[config.mk]
export PLATFORM = sky130hd
export DESIGN_NAME = fpga_pad_filter_bank
export DESIGN_NICKNAME = d
export VERILOG_FILES = /design/src/rtl/fpga_pad_filter_bank.sv
export SDC_FILE = /design/constraint.sdc
export NUM_CORES = 1
export LEC_CHECK = 0
export BUFFER_PORTS_ARGS = -buffer_cell sky130_fd_sc_hd__buf_2
export CAP_MARGIN = 20
export CORE_MARGIN = 1.5
export CORE_UTILIZATION = 65
export DETAILED_ROUTE_END_ITERATION = 10
export PLACE_DENSITY = 0.86
export SLEW_MARGIN = 10
export SYNTH_ARGS = -nofsm -noshare
export SYNTH_HDL_FRONTEND = slang
export SYNTH_SLANG_ARGS = --single-unit
[constraint.sdc]
create_clock -name clk_i -period 3.3 [get_ports clk_i]
set_input_delay 0.33 -clock clk_i [delete_from_list [all_inputs] [get_ports clk_i]]
set_output_delay 0.33 -clock clk_i [all_outputs]
set_load 0.01 [all_outputs]
[src/rtl/fpga_pad_filter_bank.sv]
// Pad input conditioning bank: synchroniser, debounce filter and edge events per channel.
// Optional sticky event latch with clear when PAD_EVENT_LATCH_EN is defined.
module fpga_pad_filter_bank #(
    parameter int N_IO        = 48,
    parameter int SYNC_STAGES = 2,
    parameter int CNT_W       = 8
) (
    input  logic             clk_i,
    input  logic             rst_ni,
    input  logic [N_IO-1:0]  pad_in_i,
    input  logic [N_IO-1:0]  filt_en_i,
    input  logic [CNT_W-1:0] debounce_cnt_i,
`ifdef PAD_EVENT_LATCH_EN
    input  logic [N_IO-1:0]  evt_clr_i,
    output logic [N_IO-1:0]  evt_o,
`endif
    output logic [N_IO-1:0]  pad_sync_o,
    output logic [N_IO-1:0]  pad_filt_o,
    output logic [N_IO-1:0]  rise_o,
    output logic [N_IO-1:0]  fall_o,
    output logic             irq_o
);

    logic [N_IO-1:0] sync_q [SYNC_STAGES];
    logic [N_IO-1:0] sync_d [SYNC_STAGES];
    logic [N_IO-1:0] sync_w;
    logic [N_IO-1:0] filt_w;
    logic [N_IO-1:0] rise_w;
    logic [N_IO-1:0] fall_w;
    logic            irq_q;
    logic            irq_d;

    always_comb begin
        sync_d[0] = pad_in_i;
        for (int k = 1; k < SYNC_STAGES; k++) begin
            sync_d[k] = sync_q[k-1];
        end
    end

    always_ff @(posedge clk_i or negedge rst_ni) begin
        if (!rst_ni) begin
            for (int k = 0; k < SYNC_STAGES; k++) begin
                sync_q[k] <= '0;
            end
        end else begin
            for (int k = 0; k < SYNC_STAGES; k++) begin
                sync_q[k] <= sync_d[k];
            end
        end
    end

    assign sync_w = sync_q[SYNC_STAGES-1];

    genvar gi;
    generate
        for (gi = 0; gi < N_IO; gi++) begin : g_ch
            logic             s_q, s_d;
            logic             rise_q, rise_d;
            logic             fall_q, fall_d;
            logic [CNT_W-1:0] c_q, c_d;

            // Counter only advances while below threshold, so it can never wrap.
            always_comb begin
                s_d = s_q;
                c_d = '0;
                if (!filt_en_i[gi]) begin
                    s_d = sync_w[gi];
                end else if (sync_w[gi] != s_q) begin
                    if (c_q >= debounce_cnt_i) begin
                        s_d = sync_w[gi];
                    end else begin
                        c_d = c_q + 1'b1;
                    end
                end
                rise_d = s_d & ~s_q;
                fall_d = ~s_d & s_q;
            end

            always_ff @(posedge clk_i or negedge rst_ni) begin
                if (!rst_ni) begin
                    s_q    <= 1'b0;
                    c_q    <= '0;
                    rise_q <= 1'b0;
                    fall_q <= 1'b0;
                end else begin
                    s_q    <= s_d;
                    c_q    <= c_d;
                    rise_q <= rise_d;
                    fall_q <= fall_d;
                end
            end

            assign filt_w[gi] = s_q;
            assign rise_w[gi] = rise_q;
            assign fall_w[gi] = fall_q;
        end
    endgenerate

`ifdef PAD_EVENT_LATCH_EN
    logic [N_IO-1:0] evt_q, evt_d;

    // A new edge wins over a simultaneous clear so no event is dropped.
    always_comb begin
        evt_d = (evt_q & ~evt_clr_i) | rise_w | fall_w;
        irq_d = |evt_q;
    end

    always_ff @(posedge clk_i or negedge rst_ni) begin
        if (!rst_ni) begin
            evt_q <= '0;
        end else begin
            evt_q <= evt_d;
        end
    end

    assign evt_o = evt_q;
`else
    always_comb begin
        irq_d = |(rise_w | fall_w);
    end
`endif

    always_ff @(posedge clk_i or negedge rst_ni) begin
        if (!rst_ni) begin
            irq_q <= 1'b0;
        end else begin
            irq_q <= irq_d;
        end
    end

    assign pad_sync_o = sync_w;
    assign pad_filt_o = filt_w;
    assign rise_o     = rise_w;
    assign fall_o     = fall_w;
    assign irq_o      = irq_q;

endmodule
Word level (Yosys, flattened, before mapping)
Index checks and enable logic that the tools add are counted.
{"block": "word_totals", "ff_bits": 625, "inputBits": 106, "out_inout_bits": 193, "word_cells": 821}
{"block": "classes", "addsub": 48, "n_lt_le_gt_ge": 48, "n_eq_ne": 48, "muxes": 288, "bitwise_logic": 193, "n_reduce_logical": 1}
{"operator": "two-way mux 8 bit", "count": 144}
{"operator": "adder 8 x 1 -> 8 bit, second input constant", "count": 48}
{"operator": "greater-or-equal comparator 8 bit", "count": 48}
{"operator": "two-way mux 1 bit", "count": 144}
{"operator": "AND 1 bit", "count": 96}
{"operator": "inverter 1 bit", "count": 96}
{"operator": "!= test 1 bit", "count": 48}
{"operator": "OR 48 bit", "count": 1}
{"operator": "OR reduction 48 bit", "count": 1}

Logic depth before layout (Yosys ltp)
Gate-level depths: netlist (run 1).
{"block": "logic_depth", "depth_word": 6, "mapped_depth": 6, "depth_no_buf": 6}

Worst setup path before layout (run 1)
Ideal clock, no wire load.
{"block": "synth_path", "path_kind": "in2reg", "from": "in debounce_cnt_i[6]", "to": "reg g_ch[10].s_q", "arrival_ns": 2.636, "t_required_ns": 3.175, "setup_slack_ns": 0.540, "cell_stages": 6, "path_buffers": 0, "path_cell_list": "inv_1 -> ha_1 -> and3_1 -> a221oi_1 -> o21a_1 -> mux2_2"}
{"block": "synth_via", "elab_chain_len": 4}
{"item": "start, declared", "line_no": "12", "rtl": "input logic [CNT_W-1:0] debounce_cnt_i,"}
{"item": "greater-or-equal comparator 8 bit", "line_no": "69", "rtl": "if (c_q >= debounce_cnt_i) begin"}
{"item": "two-way mux 1 bit", "line_no": "69"}
{"item": "two-way mux 1 bit", "line_no": "68", "rtl": "end else if (sync_w[gi] != s_q) begin"}
{"item": "two-way mux 1 bit", "line_no": "66", "rtl": "if (!filt_en_i[gi]) begin"}
{"item": "via g_ch[10].s_d", "line_no": "57", "rtl": "logic s_q, s_d;"}
{"item": "end signal, assigned", "line_no": "81", "rtl": "s_q <= 1'b0;"}
{"item": "end signal, assigned", "line_no": "86", "rtl": "s_q <= s_d;"}
{"item": "end, declared", "line_no": "57"}
The timed path passes the listed nets, and every way through them passes these cells.

Final worst setup path (run 1)
{"block": "layout_path", "from": "reg g_ch[3].c_q[0]", "to": "reg g_ch[3].s_q"}
{"block": "layout_via", "elab_chain_len": 4}
{"item": "start, declared", "line_no": "60", "rtl": "logic [CNT_W-1:0] c_q, c_d;"}
{"item": "start signal, assigned", "line_no": "82", "rtl": "c_q <= '0;"}
{"item": "start signal, assigned", "line_no": "87", "rtl": "c_q <= c_d;"}
{"item": "greater-or-equal comparator 8 bit", "line_no": "69"}
{"item": "two-way mux 1 bit", "line_no": "69"}
{"item": "two-way mux 1 bit", "line_no": "68"}
{"item": "two-way mux 1 bit", "line_no": "66"}
{"item": "via g_ch[3].s_d", "line_no": "57"}
{"item": "end signal, assigned", "line_no": "81"}
{"item": "end signal, assigned", "line_no": "86"}
{"item": "end, declared", "line_no": "57"}
The timed path passes the listed nets, and every way through them passes these cells.

==> results.ini, run 1 <==
[run_status]
outcome=finished clean

[clocking]
cts_resized=0
numCtsBuffers=67
clkSinkCount=625
clockBufferDepth=3
clockRootBuffer=clkbuf_16
worstSkewPairLatency_ps=600
h-tree-depth=3
post-cts-setup-buffers=0
cts_tree=built
clk_pin_slew_ps=60

[placed_design]
gp_congestion=0.890
hpwl_mm=56.3
io_buffer_count=298
dpl_cell_area_um2=35600
pre_cts_slack_ps=508

[pwr]
ir_drop_mv=0.338
p_per_area_nw_per_um2=481
leakage_uw=0.0195

[global_route]
gr-total-overflow=0
grt_use_met2_pct=52.4
use_met3_pct=5.46
grt.busiest_layer=met2
grt_usage_pct=31.5
grt_pass1_vias=26300
gr-usage-met1_pct=38.5
grt_max_degree=102
grt_pass1_wl_mm=134
antenna_found_initial=0

[final_layout]
areaGrowthSynthToFinish_pct=13.6
antenna_cells=0
layout_common_cells=625 x dfrtp_1, 432 x ha_1, 355 x nor2_1
final_common_cell=dfrtp_1
final_nets=3861
design_area_um2=38600
drive_gt1_share_pct=15.8

[route]
drtPass1Iterations=5
drt-vias-per-instance=6.15
antenna_left=0
via_count=24900
drcViolationCount=0
drt-initial-drc-count=1637
avgRoutedWirePerCell_um=20.7
wl_mm=83.8

[floorplanning]
num_rows=83
die_area_um2=53600
core-area_um2=51500
die_width_um=232
initial_core_util_pct=65.9
die_height_um=232
pin_count=299

[timing]
finalHoldViolations=0
relSlewSlack_pct=29.6
slew_viol_final=0
setup_tns_ps=0
fin_ws_ps=659
tightest_slew_ps=1030
fin_skew_ps=16.3
period_needed_ps=2640
max_freq_mhz=379
finalSetupViolCount=0
rsz0062_at_grt=no
fin_crit_sh_pct=80.0

[flow_run]
max_cap_violations=0

[critical_path]
slowest_delay_ps=900
startpoint_type=flop
required_ps=3790
critPathTopFamily=compound AO/OA/AOI/OAI gates
criticalPathCategory=flop to flop
arrival_ps=3130
crit_fanout=6
path_cells=inv_1, ha_1, nand2b_1, a2111oi_0, o21a_1, mux2_2
path_buf_inv=1
slowest_stage=a2111oi_0
worst_setup_path_end_kind=flop

[synth]
synthTopCellsByArea=dfrtp_1 46%, ha_1 16%, xor2_1 6.9%, nor2_1 3.9%, nand3_1 3.5%
yosysUniqueCellTypes=30
synth_largest_area_cell=dfrtp_1
syn-num-nets=3557
syn_area_um2=33900
syn_inst=3019
synth-edff-count=0
ys_seq_area_share_pct=46.1
synth_top_area_share_pct=46.1
async_flop_share_pct=100
syn_avg_cell_area_um2=11.2
synth_seq_cells=625
synthFlopType=dfrtp_1
yosys_warnings=0

[hold_path]
hold_path.class=primary input to flop

## through the flow
| stage | total power, uW | util, % | cells | hold WS, ps |
|---|---|---|---|---|
| floorplan | 9610 | - | 3019 | 34.4 |
| global route | 19300 | 74.9 | 4055 | 268 |
| finish | 18600 | 74.9 | 4055 | 264 |
| CTS | 18700 | 74.9 | 4055 | 230 |
| detailed placement | 10400 | 69.2 | 3885 | 335 |
| global placement | 10300 | 69.2 | 3885 | 332 |
## what timing repair did
action / in CTS / in global routing
endpoints found under the hold margin: 117 / 0
setup endpoints to repair: 0 / 0
hold buffers: 49 / 0
## tightest hold or removal path: stages
cell and delay [ps]:
buf_2 100, o2111ai_1 110, a311o_2 210, nor2_1 50
## final timing paths
path	from	endpoint	slack [ps]	cells past startpoint
min in group asynchronous	rst_ni	g_ch[37].rise_q$_DFF_PN0_	330	2
hold / removal	filt_en_i[1]	g_ch[1].c_q[0]$_DFF_PN0_	260	4
setup / recovery	g_ch[3].c_q[0]$_DFF_PN0_	g_ch[3].s_q$_DFF_PN0_	660	6
max in group asynchronous	rst_ni	g_ch[41].c_q[5]$_DFF_PN0_	1920	3
setup reg to reg	g_ch[3].c_q[0]$_DFF_PN0_	g_ch[3].s_q$_DFF_PN0_	660	6
hold reg to reg	sync_d[14]$_DFF_PN0_	pad_sync_o[14]$_DFF_PN0_	350	0
## layer usage
layer	vias to the layer above	wire length, um
met1	12400	33300
met4	0	4750
met3	318	4940
li1	11300	-
met2	855	40800
met5	-	0
## synthesized netlist by cell type, types with 22 or more instances
| cell | instances |
|---|---|
| dfrtp_1 | 625 |
| ha_1 | 432 |
| nor2_1 | 355 |
| xor2_1 | 269 |
| nand3_1 | 238 |
| and3_1 | 158 |
| buf_4 | 144 |
| inv_1 | 103 |
| nor3b_1 | 96 |
| nand2b_1 | 80 |
| xnor2_1 | 67 |
| o211ai_1 | 64 |
| o21a_1 | 64 |
| mux2_2 | 48 |
| a21o_1 | 32 |
| a221oi_1 | 32 |
| a2111oi_0 | 30 |
| nor4_1 | 25 |
| nand4_1 | 22 |
## registers in the layout, indices dropped and copies added, names as in the netlist
register	count
pad_sync_o	48
irq_o	1
g_ch.s_q	48
g_ch.c_q	384
g_ch.fall_q	48
g_ch.rise_q	48
sync_d	48
## where the power goes
part	internal, uW	switching (uW)	leakage [uW]
Clock	5090	3100	0.00121
Sequential	7950	371	0.00829
Combinational	842	1210	0.00997
## cell type report
class	count	area (um^2)
clock buffer	94	2040
clock inverter	27	399
inverter	103	387
multi-input combinational	2147	16800
timing repair buffer	379	2410
fill	3214	13000
sequential	625	15600
tap	680	851
## cell families after synthesis
family	share of synthesized area, %
xor+xnor	8.67
mux	1.59
compound gates	7.47
simple gates	15.9
flops	46.1
buf+inv	4.32
fa+ha+maj	15.9
(Power assumes the default switching activity.)
==> run 2: changes to the inputs <==
- CORE_UTILIZATION: 65 -> 61
- PLACE_DENSITY: 0.86 -> 0.81
- clock period: 3.3 -> 2.5 ns (I/O delays scaled with it)
==> run 2 against run 1 <==
Net effect: setup slack worse by 510 ps; die area increased by 6.5%; sequential share of layout area fell by 0.22 points; count of clock-buffer cells in the layout grew 10; critical path type unchanged.
==> results.ini, run 2 (synthesis gave the netlist of run 1 again) <==
[pwr]
ir_drop_mv=0.629  ; was 0.338 mV
leakage_uw=0.0195  ; about the same
p_per_area_nw_per_um2=616  ; was 481 nW/um^2

[floorplanning]
pin_count=299  ; unchanged
die_width_um=239  ; was 232 um
die_height_um=239  ; was 232 um
num_rows=86  ; was 83
die_area_um2=57100  ; was 53600 um^2
initial_core_util_pct=61.6  ; was 65.9%
core-area_um2=55100  ; was 51500 um^2

[timing]
finalHoldViolations=0  ; unchanged
fin_crit_sh_pct=94.0  ; was 80.0%
fin_ws_ps=149  ; was 659 ps
period_needed_ps=2350  ; was 2640 ps
max_freq_mhz=425  ; was 379 MHz
tightest_slew_ps=690  ; was 1030 ps
slew_viol_final=0  ; unchanged
finalSetupViolCount=0  ; unchanged
relSlewSlack_pct=52.8  ; was 29.6%
fin_skew_ps=22.2  ; was 16.3 ps
rsz0062_at_grt=no  ; unchanged
hold-worst-slack_ps=158  ; was 264 ps

[route]
drcViolationCount=0  ; unchanged
drtPass1Iterations=5  ; unchanged
drt-vias-per-instance=5.90  ; was 6.15
wl_mm=81.1  ; was 83.8 mm
antenna_left=0  ; unchanged
via_count=24500  ; was 24.9k
drt-initial-drc-count=1475  ; was 1637
avgRoutedWirePerCell_um=19.6  ; was 20.7 um

[critical_path]
r2r-end=g_ch[37].s_q$_DFF_PN0_  ; was g_ch[3].s_q$_DFF_PN0_
crit_fanout=6  ; unchanged
r2r-start=g_ch[37].c_q[0]$_DFF_PN0_  ; was g_ch[3].c_q[0]$_DFF_PN0_
ff2ff_path_depth=6  ; unchanged
worst_setup_path_end_kind=flop  ; unchanged
criticalPathCategory=flop to flop  ; unchanged
startpoint_type=flop  ; unchanged
arrival_ps=2840  ; was 3130 ps
required_ps=2990  ; was 3790 ps
ff2ff_setup_slack_ps=150  ; was 660 ps

[global_route]
antenna_found_initial=2  ; was 0
grt_max_degree=104  ; was 102
gr-total-overflow=0  ; unchanged
grt_pass1_wl_mm=131  ; was 134 mm
grt_usage_pct=28.8  ; was 31.5%
grt_pass1_vias=25700  ; was 26.3k

[clocking]
worstSkewPairLatency_ps=610  ; was 600 ps
clkSinkCount=625  ; unchanged
cts_tree=built  ; unchanged
h-tree-depth=3  ; unchanged
clk_pin_slew_ps=60  ; about the same
clockRootBuffer=clkbuf_16  ; unchanged
clockBufferDepth=3  ; unchanged
numCtsBuffers=68  ; was 67

[final_layout]
drive_gt1_share_pct=16.0  ; was 15.8%
final_nets=3887  ; was 3861
final_common_cell=dfrtp_1  ; unchanged
largest_register_ffs=384  ; unchanged
layout_common_cells=625 x dfrtp_1, 432 x ha_1, 355 x nor2_1  ; unchanged
top_register=g_ch.c_q  ; unchanged
areaGrowthSynthToFinish_pct=14.2  ; was 13.6%

[placed_design]
pre_cts_slack_ps=-13.6  ; was 508 ps
hpwl_mm=56.7  ; was 56.3 mm
io_buffer_count=298  ; unchanged
gp_congestion=0.950  ; was 0.890

[flow_run]
max_cap_violations=0  ; unchanged

[hold_path]
hold_path.class=primary input to async pin  ; was primary input to flop

[run_status]
outcome=finished clean  ; unchanged

## run 2: area by class of cell
type,instances,area (um^2)
timing repair buffer,404,2700
tap,748,936
inverter,103,402
multi-input combinational,2147,16800
fill,3804,16300
clock buffer,104,2070
antenna,2,5.00
sequential,625,15600
clock inverter,11,185
## run 2: worst max-delay path by stage
stage,from,end,slack [ps],cells past startpoint
2_1_floorplan,debounce_cnt_i[2],g_ch[23].s_q$_DFF_PN0_,20,6
3_3_place_gp,debounce_cnt_i[0],g_ch[45].s_q$_DFF_PN0_,130,7
3_5_place_dp,debounce_cnt_i[0],g_ch[37].s_q$_DFF_PN0_,-10,7
4_1_cts,g_ch[37].c_q[0]$_DFF_PN0_,g_ch[37].s_q$_DFF_PN0_,140,6
5_1_grt,g_ch[9].c_q[0]$_DFF_PN0_,g_ch[9].c_q[7]$_DFF_PN0_,20,6
6_report,g_ch[37].c_q[0]$_DFF_PN0_,g_ch[37].s_q$_DFF_PN0_,150,6
## run 2: power breakdown
group / internal (uW) / switching (uW)
combinational: 1160 / 1570
sequential: 10500 / 490
clock: 6110 / 4040
## run 2: routing by layer
layer / wire length [um] / track usage, % / vias to the layer above / share of wire, %
li1: - / - / 11400 / -
met1: 33700 / 36.4 / 12200 / 42
met2: 39500 / 48.1 / 632 / 49
met3: 3890 / 4.56 / 244 / 4.8
met4: 3980 / 14.6 / 0 / 4.9
met5: 0 / 0 / - / 0
## run 2: metrics by stage
stage               std cells  area [um^2]  TNS (ps)  power [uW]  util [%]
floorplan                3019        34000         0       12700         -
global placement         3978        36000         0       13600      65.4
detailed placement       3978        36000     -13.6       13800      65.4
CTS                      4142        38800         0       24000      70.4
global route             4143        38800         0       24800      70.4
finish                   4144        38800         0       23900      70.4
## run 2: worst max-delay path, stage by stage (launching register included)
cell and delay, ps:
dfrtp_1 420, inv_1 70, ha_1 260, nand2b_1 140, a2111oi_0 660, o21a_1 310, mux2_2 360
## run 2: what timing repair did
item	in CTS	in global routing
setup buffers	0	0
resized for setup	0	0
hold buffers	49	0
endpoints found under the hold margin	304	0
==> run 3: changes to the inputs <==
- CORE_UTILIZATION: 61 -> 62
- CTS_BUF_LIST: not set -> sky130_fd_sc_hd__clkbuf_4 sky130_fd_sc_hd__clkbuf_8
- PLACE_DENSITY: 0.81 -> 0.83
==> run 3 against run 2 <==
Net effect: critical path depth stayed put; worst hold slack got worse by 86 ps; power fell by 1.4%; sequential share of layout area down 0.18 points; design area increased by 0.46%; utilization is 1.9 points higher; non-clock buffer count grew 16; maximum frequency down 1.0%; combinational power about the same; critical path type unchanged; highest routed layer unchanged.
==> results.ini, run 3 (synthesis gave the netlist of run 1 again) <==
[run_status]
outcome=finished clean  ; unchanged

[final_layout]
final_common_cell=dfrtp_1  ; unchanged
design_area_um2=38900  ; was 38800 um^2
post-route-util_pct=72.2  ; was 70.4%
top_register=g_ch.c_q  ; unchanged
layout_common_cells=625 x dfrtp_1, 432 x ha_1, 355 x nor2_1  ; unchanged
drive_gt1_share_pct=18.6  ; was 16.0%
areaGrowthSynthToFinish_pct=14.7  ; was 14.2%
fin_cells=4179  ; was 4144
largest_register_ffs=384  ; unchanged
final_nets=3937  ; was 3887

[placed_design]
placed_cells=3942  ; was 3978
gp_congestion=0.898  ; was 0.950
io_buffer_count=298  ; unchanged
hpwl_mm=58.1  ; was 56.7 mm
dpl_cell_area_um2=36100  ; was 36000 um^2

[route]
drcViolationCount=0  ; unchanged
wl_mm=81.6  ; was 81.1 mm
drtPass1Iterations=5  ; unchanged
via_count=24700  ; was 24.5k
avgRoutedWirePerCell_um=19.5  ; was 19.6 um
antenna_left=0  ; unchanged
drt-initial-drc-count=1441  ; was 1475
drt-vias-per-instance=5.90  ; about the same

[clocking]
post-cts-setup-buffers=0  ; unchanged
worstSkewPairLatency_ps=710  ; was 610 ps
clockRootBuffer=clkbuf_8  ; was clkbuf_16
clk_pin_slew_ps=60  ; about the same
cts_resized=0  ; unchanged
numCtsBuffers=102  ; was 68
cts_tree=built  ; unchanged
hold_buffers=49  ; unchanged
clkSinkCount=625  ; unchanged
h-tree-depth=3  ; unchanged
clockBufferDepth=3  ; unchanged

[pwr]
ir_drop_mv=0.538  ; was 0.629 mV
finalPower_uw=23500  ; was 23900 uW
leakage_uw=0.0197  ; was 0.0195 uW
p_per_area_nw_per_um2=604  ; was 616 nW/um^2

[timing]
fin_crit_sh_pct=95.0  ; was 94.0%
rsz0062_at_grt=no  ; unchanged
period_needed_ps=2380  ; was 2350 ps
max_freq_mhz=421  ; was 425 MHz
finalHoldViolations=0  ; unchanged
tightest_slew_ps=775  ; was 690 ps
hold-worst-slack_ps=71.2  ; was 158 ps
slew_viol_final=0  ; unchanged
finalSetupViolCount=0  ; unchanged
fin_skew_ps=31.5  ; was 22.2 ps
relSlewSlack_pct=47.0  ; was 52.8%

[critical_path]
arrival_ps=2970  ; was 2840 ps
worst_setup_path_end_kind=flop  ; unchanged
crit_fanout=6  ; unchanged
required_ps=3090  ; was 2990 ps
criticalPathCategory=flop to flop  ; unchanged
startpoint_type=flop  ; unchanged

[global_route]
gr-total-overflow=0  ; unchanged
antenna_found_initial=2  ; unchanged
grt_pass1_wl_mm=132  ; was 131 mm
grt_usage_pct=29.5  ; was 28.8%
grt_pass1_vias=26100  ; was 25.7k
grt_max_degree=97  ; was 104

[floorplanning]
pin_count=299  ; unchanged
num_rows=85  ; was 86
core-area_um2=53900  ; was 55100 um^2
initial_core_util_pct=62.9  ; was 61.6%
die_area_um2=56200  ; was 57100 um^2
die_width_um=237  ; was 239 um
die_height_um=237  ; was 239 um

[hold_path]
hold_path.class=primary input to flop  ; was primary input to async pin

[flow_run]
max_cap_violations=0  ; unchanged

-- run 3: critical path: stages (launching register included) --
cell	delay, ps
dfrtp_1	440
inv_1	70
ha_1	260
nand2b_1	140
a2111oi_0	700
o21a_1	310
mux2_2	350
-- run 3: worst paths after layout --
kind | from | endpoint | slack [ps] | depth (start not counted)
worst max-delay path | g_ch[8].c_q[0]$_DFF_PN0_ | g_ch[8].s_q$_DFF_PN0_ | 120 | 6
worst min register to register | sync_d[15]$_DFF_PN0_ | pad_sync_o[15]$_DFF_PN0_ | 330 | 0
min in group asynchronous | rst_ni | pad_sync_o[14]$_DFF_PN0_ | 80 | 2
worst max register to register | g_ch[8].c_q[0]$_DFF_PN0_ | g_ch[8].s_q$_DFF_PN0_ | 120 | 6
max in group asynchronous | rst_ni | g_ch[47].fall_q$_DFF_PN0_ | 1530 | 3
worst min-delay path | filt_en_i[1] | g_ch[1].c_q[1]$_DFF_PN0_ | 70 | 4
-- run 3: metal layers --
layer  routed length (um)  global-route usage (%)  vias to the layer above
li1                     -                       -                    11500
met1                33300                    35.8                    12200
met2                39800                    50.1                      682
met3                 4220                    5.41                      257
met4                 4270                    15.6                        0
met5                    0                       0                        -
-- run 3: through the flow --
step | setup slack, ps | setup TNS, ps
finish | 124 | 0
global route | 17.9 | 0
global placement | 58.9 | 0
detailed placement | -103 | -307
floorplan | 20.3 | 0
CTS | 133 | 0
-- run 3: area by class of cell --
cell class | instances | area [um^2]
Multi-Input combinational cell | 2147 | 16800
Sequential cell | 625 | 15600
Fill cell | 3664 | 15000
Timing Repair Buffer | 420 | 2890
Clock buffer | 167 | 2090
Tap cell | 696 | 871
Inverter | 103 | 402
Clock inverter | 19 | 205
Antenna cell | 2 | 5.00
-- run 3: power breakdown --
group | internal [uW] | switching, uW | total (uW) | leakage (uW)
registers | 10500 | 499 | 11000 | 0.00829
logic | 1190 | 1560 | 2750 | 0.0102
clock network | 5690 | 4090 | 9780 | 0.00123
total | 17400 | 6160 | 23500 | 0.0197
